## config.mk

```make
export PLATFORM = sky130hd
export DESIGN_NAME = icache_refill
export DESIGN_NICKNAME = d
export VERILOG_FILES = /design/src/rtl/icache_refill_pkg.sv /design/src/rtl/icache_refill_assembler.sv /design/src/rtl/icache_refill.sv
export SDC_FILE = /design/constraint.sdc
export NUM_CORES = 1
export LEC_CHECK = 0
export CAP_MARGIN = 25
export CELL_PAD_IN_SITES_DETAIL_PLACEMENT = 1
export CELL_PAD_IN_SITES_GLOBAL_PLACEMENT = 1
export CORE_MARGIN = 2
export CORE_UTILIZATION = 38
export DETAILED_ROUTE_END_ITERATION = 10
export HOLD_SLACK_MARGIN = 0.08
export PLACE_DENSITY_LB_ADDON = 0.25
export SYNTH_ARGS = -nofsm -noshare
export SYNTH_HDL_FRONTEND = slang
export SYNTH_SLANG_ARGS = --single-unit
```

## constraint.sdc

```tcl
create_clock -name clkIn -period 1.7 [get_ports clkIn]
set_input_delay 0.34 -clock clkIn [delete_from_list [all_inputs] [get_ports clkIn]]
set_output_delay 0.34 -clock clkIn [all_outputs]
set_load 0.01 [all_outputs]
```

## src/rtl/icache_refill_pkg.sv

```systemverilog
// icache_refill_pkg: shared state encoding and block geometry defaults for the icache refill engine
package icache_refill_pkg;
  localparam int ADDR_WIDTH_DEF = 17;
  localparam int BLOCK_WIDTH_DEF = 4;
  localparam int BLOCK_SIZE_DEF = 2 ** BLOCK_WIDTH_DEF;
  typedef enum logic [2:0] {
    IDLE  = 3'd0,
    FETCH = 3'd1,
    DRAIN = 3'd2,
    FILL  = 3'd3,
    COOL  = 3'd4
  } state_e;
endpackage

```

## src/rtl/icache_refill_assembler.sv

```systemverilog
// block_assembler: byte-wide writes into a block buffer (clk_i, rst_i, we_i, idx_i byte slot, byte_i, block_o with byte k at [8k+7:8k])
module block_assembler import icache_refill_pkg::*; #(
  parameter int BLOCK_WIDTH = BLOCK_WIDTH_DEF,
  parameter int BLOCK_SIZE = 2 ** BLOCK_WIDTH
) (
  input  logic                    clk_i,
  input  logic                    rst_i,
  input  logic                    we_i,
  input  logic [BLOCK_WIDTH-1:0]  idx_i,
  input  logic [7:0]              byte_i,
  output logic [BLOCK_SIZE*8-1:0] block_o
);
  logic [BLOCK_SIZE-1:0][7:0] mem_q;
  always_ff @(posedge clk_i) begin
    if (rst_i) mem_q <= '0;
    else if (we_i) mem_q[idx_i] <= byte_i;
  end
  assign block_o = mem_q;
endmodule

```

## src/rtl/icache_refill.sv

```systemverilog
// icache_refill: on missIn fetch the 16-byte block byte-by-byte over the granted RAM port (memReqOut/ramAddrOut/memGrantIn/ramDataIn) and present it as a one-cycle fill (memDataValid/memAddr/memDataOut); busyOut while not IDLE
module icache_refill import icache_refill_pkg::*; #(
  parameter int ADDR_WIDTH = ADDR_WIDTH_DEF,
  parameter int BLOCK_WIDTH = BLOCK_WIDTH_DEF,
  parameter int BLOCK_SIZE = 2 ** BLOCK_WIDTH
) (
  input  logic                              clkIn,
  input  logic                              resetIn,
  input  logic                              missIn,
  input  logic [ADDR_WIDTH-1:0]             instrAddrIn,
  input  logic                              memGrantIn,
  input  logic [7:0]                        ramDataIn,
  output logic                              memReqOut,
  output logic [ADDR_WIDTH-1:0]             ramAddrOut,
  output logic                              memDataValid,
  output logic [ADDR_WIDTH-BLOCK_WIDTH-1:0] memAddr,
  output logic [BLOCK_SIZE*8-1:0]           memDataOut,
  output logic                              busyOut
);
  state_e state_q, state_d;
  logic [ADDR_WIDTH-BLOCK_WIDTH-1:0] blk_q, blk_d, maddr_q;
  logic [BLOCK_WIDTH:0] issue_q, issue_d, recv_q, recv_d;
  logic [BLOCK_SIZE*8-1:0] block, data_q;
  logic iss_q, start, issue, recv, unused_low;
  assign unused_low = ^instrAddrIn[BLOCK_WIDTH-1:0];
  assign start = state_q == IDLE && missIn;
  assign issue = state_q == FETCH && memGrantIn;
  assign recv = iss_q && (state_q == FETCH || state_q == DRAIN);
  always_comb begin
    blk_d = start ? instrAddrIn[ADDR_WIDTH-1:BLOCK_WIDTH] : blk_q;
    issue_d = start ? '0 : issue ? issue_q + 1'b1 : issue_q;
    recv_d = start ? '0 : recv ? recv_q + 1'b1 : recv_q;
    state_d = state_q == IDLE  ? (missIn ? FETCH : IDLE) :
              state_q == FETCH ? (issue && issue_q[BLOCK_WIDTH-1:0] == '1 ? DRAIN : FETCH) :
              state_q == DRAIN ? (recv_d[BLOCK_WIDTH] ? FILL : DRAIN) :
              state_q == FILL  ? COOL : IDLE;
  end
  always_ff @(posedge clkIn) begin
    if (resetIn) begin
      state_q <= IDLE;
      blk_q <= '0;
      issue_q <= '0;
      recv_q <= '0;
      iss_q <= 1'b0;
      data_q <= '0;
      maddr_q <= '0;
    end else begin
      state_q <= state_d;
      blk_q <= blk_d;
      issue_q <= issue_d;
      recv_q <= recv_d;
      iss_q <= issue;
      data_q <= memDataOut;
      maddr_q <= memAddr;
    end
  end
  block_assembler #(.BLOCK_WIDTH(BLOCK_WIDTH), .BLOCK_SIZE(BLOCK_SIZE)) u_asm (
    .clk_i  (clkIn),
    .rst_i  (resetIn),
    .we_i   (recv),
    .idx_i  (recv_q[BLOCK_WIDTH-1:0]),
    .byte_i (ramDataIn),
    .block_o(block)
  );
  assign memReqOut = state_q == FETCH;
  assign ramAddrOut = memReqOut ? {blk_q, issue_q[BLOCK_WIDTH-1:0]} : '0;
  assign memDataValid = state_q == FILL;
  assign memAddr = memDataValid ? blk_q : maddr_q;
  assign memDataOut = memDataValid ? block : data_q;
  assign busyOut = state_q != IDLE;
endmodule
```

==> results of run 1 <==
[cells in the final DEF (no fill, tap or decap), types with 2 or more instances in the layout]
master / instances
clkinvlp_4: 2
o21ai_0: 4
nand4_2: 7
nand2_1: 28
buf_2: 5
inv_1: 3
nand2b_1: 138
nand4_1: 2
clkbuf_8: 9
clkbuf_16: 38
nand4_4: 8
bufinv_16: 3
buf_8: 6
clkbuf_1: 5
clkdlybuf4s15_2: 14
mux2_2: 29
dfxtp_1: 292
o31ai_1: 2
mux2_4: 112
clkdlybuf4s50_1: 23
dfxtp_2: 3
buf_6: 165
buf_16: 9
nand3b_1: 2
clkinv_2: 3
ha_1: 5
and2_1: 17
mux2i_1: 128
nor2_1: 5
or3_1: 2
nand3_1: 5
buf_12: 41
buf_4: 39
nor2b_4: 2
nor2b_1: 142
a21oi_1: 21
[logic make-up after synthesis]
kind of cell             synth area share, %
XOR/XNOR                               0.286
buffers and inverters                   2.88
flip-flops                              50.0
AO/OA/AOI/OAI                           1.53
multiplexers                            24.3
AND/OR/NAND/NOR                         20.5
adder cells (fa/ha/maj)                0.530
[sequential cells by signal, summed over array words and instances, names as in the netlist]
name / count
issue_q: 4
u_asm.block_o: 128
blk_q: 13
maddr_q: 13
recv_q: 5
data_q: 128
state_q: 3
iss_q: 1
[cells in the mapped netlist, types with 3 or more instances]
cell type / n / area (µm²)
nor2_1: 5 / 18.8
mux2_2: 87 / 980
ha_1: 5 / 62.6
nand2b_1: 138 / 863
or3_1: 3 / 18.8
nand4_2: 7 / 87.6
a21oi_1: 21 / 105
o21ai_0: 4 / 20.0
dfxtp_1: 295 / 5910
mux2i_1: 128 / 1280
nand2_1: 28 / 105
nand4_4: 8 / 170
nor2b_1: 145 / 907
clkbuf_1: 54 / 203
nand3_1: 5 / 25.0
inv_1: 4 / 15.0
and2_1: 17 / 106
buf_2: 20 / 100
mux2_1: 54 / 608
[worst paths after layout]
path,from,endpoint,slack [ns],cells after the start
max,state_q[2]$_SDFF_PP0_,memDataOut[55],-0.66,7
min,resetIn,data_q[12]$_SDFF_PP0_,0.27,2
max reg2reg,state_q[2]$_SDFF_PP0_,data_q[2]$_SDFF_PP0_,-0.17,9
min reg2reg,u_asm.block_o[14]$_SDFFE_PP0P_,u_asm.block_o[14]$_SDFFE_PP0P_,0.48,2
[area by class of cell]
| cell class | instances | area [µm²] | area share, % |
|---|---|---|---|
| clock buffer | 50 | 1050 | 6.06 |
| multi-input combinational | 679 | 6040 | 34.7 |
| clock inverter | 8 | 120 | 0.691 |
| tap | 396 | 495 | 2.85 |
| sequential | 295 | 5910 | 34.0 |
| timing repair buffer | 304 | 3760 | 21.6 |
| inverter | 4 | 15.0 | 0.0863 |
[layer usage]
metal  part of all wire, %  vias to the layer above
li1                      -                     4039
met1                    46                     4143
met2                    48                      147
met3                   3.2                       50
met4                   2.2                        0
met5                     0                        -
[where the power goes]
group / internal (mW) / switching [mW] / leakage [nW]
Combinational: 0.343 / 0.404 / 5.31
Sequential: 6.94 / 0.0231 / 2.38
Clock: 4.74 / 2.81 / 0.574
Total: 12.0 / 3.24 / 8.26
[per-stage QoR]
step	setup WS [ns]	hold WS (ns)	instance area, µm²	util, %
6_report	-0.657	0.269	17400	56.9
5_1_grt	-0.722	0.266	17400	56.9
4_1_cts	-0.679	0.239	17200	56.1
3_5_place_dp	-0.459	0.465	14600	47.9
3_3_place_gp	-0.423	0.453	14600	47.9
2_1_floorplan	0.0138	0.442	11800	-
[repair_timing]
action | 4_1_cts | 5_1_grt
cloned | 13 | 1
setup buffers | 36 | 19
gates resized for setup | 927 | 55
pin swaps | 3 | 2
setup endpoints to repair | 169 | 315
==> results.py, run 1 <==
metrics = {
    "outcome": {
        "outcome": "finished with violations",
        "violations": "negative setup slack",
    },
    "setup_path": {
        "crit_family": "buffers and inverters",
        "criticalPathCategory": "reg2out",
        "critPathCaptureType": "output port",
        "crit_path_max_incr_delay_ns": 0.32,
        "required_ns": 1.36,
        "worstPathCellList": "nand3b_1 > buf_6 > buf_12 > buf_12 > buf_16 > mux2_4 > buf_6",
        "cp-start-kind": "flip-flop",
        "cp_data_arrival_time_ns": 2.02,
        "critPathMaxFanout": 5,
        "crit_slowest_cell": "dfxtp_2",
        "critPathBufInv": 5,
    },
    "final_layout": {
        "diodes": 0,
        "fillers": 3056,
        "fin_cells": 1736,
        "area_growth_pct": 47.2,
        "nets": 1352,
        "drive_gt1_share_pct": 37.8,
    },
    "placement": {
        "dp_cells": 1615,
        "place_congestion": 0.724,
        "portBuffers": 185,
        "dp_hpwl_um": 18800,
    },
    "grt": {
        "track_usage_pct": 19.8,
        "grt_max_degree": 77,
        "grt.overflow.total": 0,
        "grt_pass1_vias": 9129,
        "grt.busiest_layer": "met2",
        "met3_usage_pct": 3.05,
        "use_met1_pct": 26.2,
        "grt_pass1_wl_um": 51700,
        "grt_util_met2_pct": 33.7,
        "grt_antenna_before_repair": 0,
    },
    "pwr": {
        "ir_drop_mv": 0.709,
        "powerDensity_nw_per_um2": 878,
        "p_leak_nw": 8.26,
        "p_total_mw": 15.3,
    },
    "sta": {
        "layout_min_cycle_time_ns": 2.36,
        "slew_violations": 0,
        "slew_headroom_pct": 63.3,
        "max_freq_mhz": 424,
        "finalSetupViolations": 254,
        "setup-tns-final_ns": -95.35,
        "layout_setup_ws_ns": -0.657,
        "clock_skew_ns": 0.0122,
        "finalHoldViolations": 0,
        "finalCritPeriodShare_pct": 139,
        "grt_setup_unrepaired": "true",
        "tightest_slew_ns": 0.546,
    },
    "die": {
        "initial_core_util_pct": 38.6,
        "fp.dieH_um": 180,
        "ios": 190,
        "core_area_um2": 30600,
        "fp.dieArea_um2": 32500,
        "die-width_um": 180,
        "num_rows": 64,
    },
    "logic_synthesis": {
        "yosysWarnings": 0,
        "syn-num-nets": 1089,
        "synth_edf_count": 0,
        "syn_area_um2": 11800,
        "ys.flop_type": "dfxtp_1",
        "synth_cell_types": 40,
        "yosys_register_bits": 295,
        "syn_avg_cell_area_um2": 11.2,
        "synthCells": 1055,
        "async_flop_share_pct": 0,
        "yosysSeqAreaShare_pct": 50.0,
    },
    "job": {
        "maxCapViolations": 0,
    },
    "clock_network": {
        "cts_tree": "built",
        "cts_root_buffer": "clkbuf_16",
        "clock-sinks": 295,
        "cts_buffer_depth": 3,
        "clkSlewWorstSetupHoldPaths_ns": 0.06,
        "hold_buffers": 0,
        "numCtsBuffers": 34,
        "clkLatencyLatePin_ns": 0.50,
        "htree_levels": 2,
    },
    "drt": {
        "post_drt_wl_per_cell_um": 19.2,
        "totalWireLength_um": 33300,
        "antenna_left": 0,
        "viasPerCell": 4.83,
        "vias": 8379,
        "drt_iter0_markers": 349,
        "drcViolationCount": 0,
        "drtPass1Iterations": 4,
    },
    "min_path": {
        "hp-class": "in2reg",
    },
}
Power figures use the tool's default switching activity.
==> run 2, diff against run 1 <==
- CAP_MARGIN: 25 -> 20
- CTS_CLUSTER_DIAMETER: unset -> 40
==> run 2 against run 1 <==
The flow still finishes with violations (negative setup slack). Register-to-register slack improved by 0.06 ns. Wire length rose by 3.9%. Sequential cell count stayed put. Via count grew 2.5%. Die area stayed put. Clock skew is 0.011 ns higher. Sequential power about the same. Design area is 1.9% higher. Critical path depth unchanged. Critical path type unchanged. Critical endpoint is now memDataOut[56]. Highest routed layer unchanged.
==> results.py, run 2 (synthesis results as in run 1) <==
metrics = {
    "outcome": {
        "outcome": "finished with violations",
        "violations": "negative setup slack",
    },
    "sta": {
        "slew_violations": 0,
        "max_freq_mhz": 417,
        "clock_skew_ns": 0.0231,
        "finalCritPeriodShare_pct": 141,
        "finalHoldViolations": 0,
        "layout_min_cycle_time_ns": 2.40,
        "grt_setup_unrepaired": "true",
        "slew_headroom_pct": 73.0,
        "finalSetupViolations": 184,
        "tightest_slew_ns": 0.405,
        "layout_setup_ws_ns": -0.695,
    },
    "grt": {
        "grt_antenna_before_repair": 0,
        "grt_pass1_wl_um": 52700,
        "track_usage_pct": 20.1,
        "grt.overflow.total": 0,
        "grt_max_degree": 77,
        "grt_pass1_vias": 9344,
    },
    "placement": {
        "portBuffers": 185,
        "dp_cells": 1615,
        "dp_hpwl_um": 18800,
        "pre_cts_ws_ns": -0.459,
        "dpl_cell_area_um2": 14600,
        "place_congestion": 0.724,
    },
    "pwr": {
        "p_comb_share_pct": 4.7,
        "p_int_mw": 13.1,
        "swShare_pct": 23.6,
        "seqPwrFrac_pct": 40.7,
        "switchingPower_mw": 4.04,
        "powerDensity_nw_per_um2": 965,
        "ir_drop_mv": 0.709,
        "p_clk_share_pct": 54.6,
        "p_leak_nw": 8.35,
    },
    "drt": {
        "drtPass1Iterations": 4,
        "vias": 8587,
        "viasPerCell": 4.88,
        "totalWireLength_um": 34500,
        "antenna_left": 0,
        "drt_iter0_markers": 316,
        "drcViolationCount": 0,
        "post_drt_wl_per_cell_um": 19.6,
    },
    "setup_path": {
        "criticalPathCategory": "reg2out",
        "critPathMaxFanout": 10,
        "cp-start-kind": "flip-flop",
        "required_ns": 1.36,
        "critPathCaptureType": "output port",
        "r2r_cells": 8,
        "cp_data_arrival_time_ns": 2.06,
    },
    "clock_network": {
        "clkSlewWorstSetupHoldPaths_ns": 0.06,
        "clock-sinks": 295,
        "clkLatencyLatePin_ns": 0.54,
        "numCtsBuffers": 47,
        "cts_buffer_depth": 3,
        "cts_root_buffer": "clkbuf_16",
        "htree_levels": 2,
        "hold_buffers": 0,
        "cts_tree": "built",
    },
    "min_path": {
        "hold_depth": 2,
        "hp-class": "in2reg",
    },
    "die": {
        "core_area_um2": 30600,
        "num_rows": 64,
        "fp.dieArea_um2": 32500,
        "ios": 190,
        "die-width_um": 180,
        "initial_core_util_pct": 38.6,
        "fp.dieH_um": 180,
    },
    "final_layout": {
        "fin_cells": 1759,
        "drive_gt1_share_pct": 39.8,
        "fillers": 3085,
        "fin_area_um2": 17700,
        "final_common_cell": "dfxtp_1",
        "diodes": 0,
        "final_cell_mix": "292 x dfxtp_1, 159 x buf_6, 140 x nor2b_1",
        "nets": 1358,
        "area_growth_pct": 50.1,
    },
    "job": {
        "maxCapViolations": 0,
    },
}
run 2: per-layer routing:
layer	vias to the layer above	GRT usage (%)	wire length [µm]
met4	0	4.97	693
met5	-	0	0
met1	4284	26.5	15500
li1	4077	-	-
met3	53	3.58	1280
met2	173	34.1	17100
run 2: worst paths after layout:
check                         startpoint                endpoint  slack [ns]
hold reg to reg   blk_q[12]$_SDFFE_PP0P_  blk_q[12]$_SDFFE_PP0P_        0.47
setup reg to reg   state_q[0]$_SDFF_PP0_   blk_q[2]$_SDFFE_PP0P_       -0.11
hold / removal                   resetIn  data_q[120]$_SDFF_PP0_        0.22
setup / recovery   state_q[2]$_SDFF_PP0_          memDataOut[56]       -0.70
run 2: area by class of cell:
type / count / area, µm² / area share [%]
Multi-Input combinational cell: 680 / 6110 / 34.5
Sequential cell: 295 / 5910 / 33.3
Timing Repair Buffer: 296 / 3640 / 20.6
Clock buffer: 57 / 1230 / 6.96
Tap cell: 396 / 495 / 2.79
Clock inverter: 31 / 322 / 1.81
Inverter: 4 / 15.0 / 0.0847
run 2: metrics by stage:
step	power, mW	utilization (%)	hold WS, ns	setup TNS (ns)
2_1_floorplan	7.44	-	0.442	0
3_3_place_gp	7.76	47.9	0.453	-53.56
3_5_place_dp	7.77	47.9	0.465	-59.52
4_1_cts	17.2	55.7	0.207	-102.08
5_1_grt	17.7	58.0	0.238	-110.40
6_report	17.1	58.0	0.223	-100.04
run 2: worst max-delay path, stage by stage, from the launching register on:
cell	delay [ns]
dfxtp_2	0.32
nand3b_1	0.16
buf_6	0.14
buf_12	0.14
buf_12	0.14
buf_16	0.15
mux2_4	0.32
buf_6	0.13
run 2: power groups by stage:
| stage | registers [mW] | clock network [mW] | logic, mW |
|---|---|---|---|
| floorplan | 7.11 | 0 | 0.327 |
| global placement | 7.11 | 0 | 0.650 |
| detailed placement | 7.11 | 0 | 0.656 |
| CTS | 6.97 | 9.52 | 0.721 |
| global route | 6.97 | 9.88 | 0.848 |
| finish | 6.97 | 9.34 | 0.800 |
run 2: repair_timing:
action | in CTS | in global routing
setup endpoints to repair | 168 | 171
cloned | 8 | 6
resized for setup | 850 | 128
setup buffers | 31 | 14
pin swaps | 2 | 10
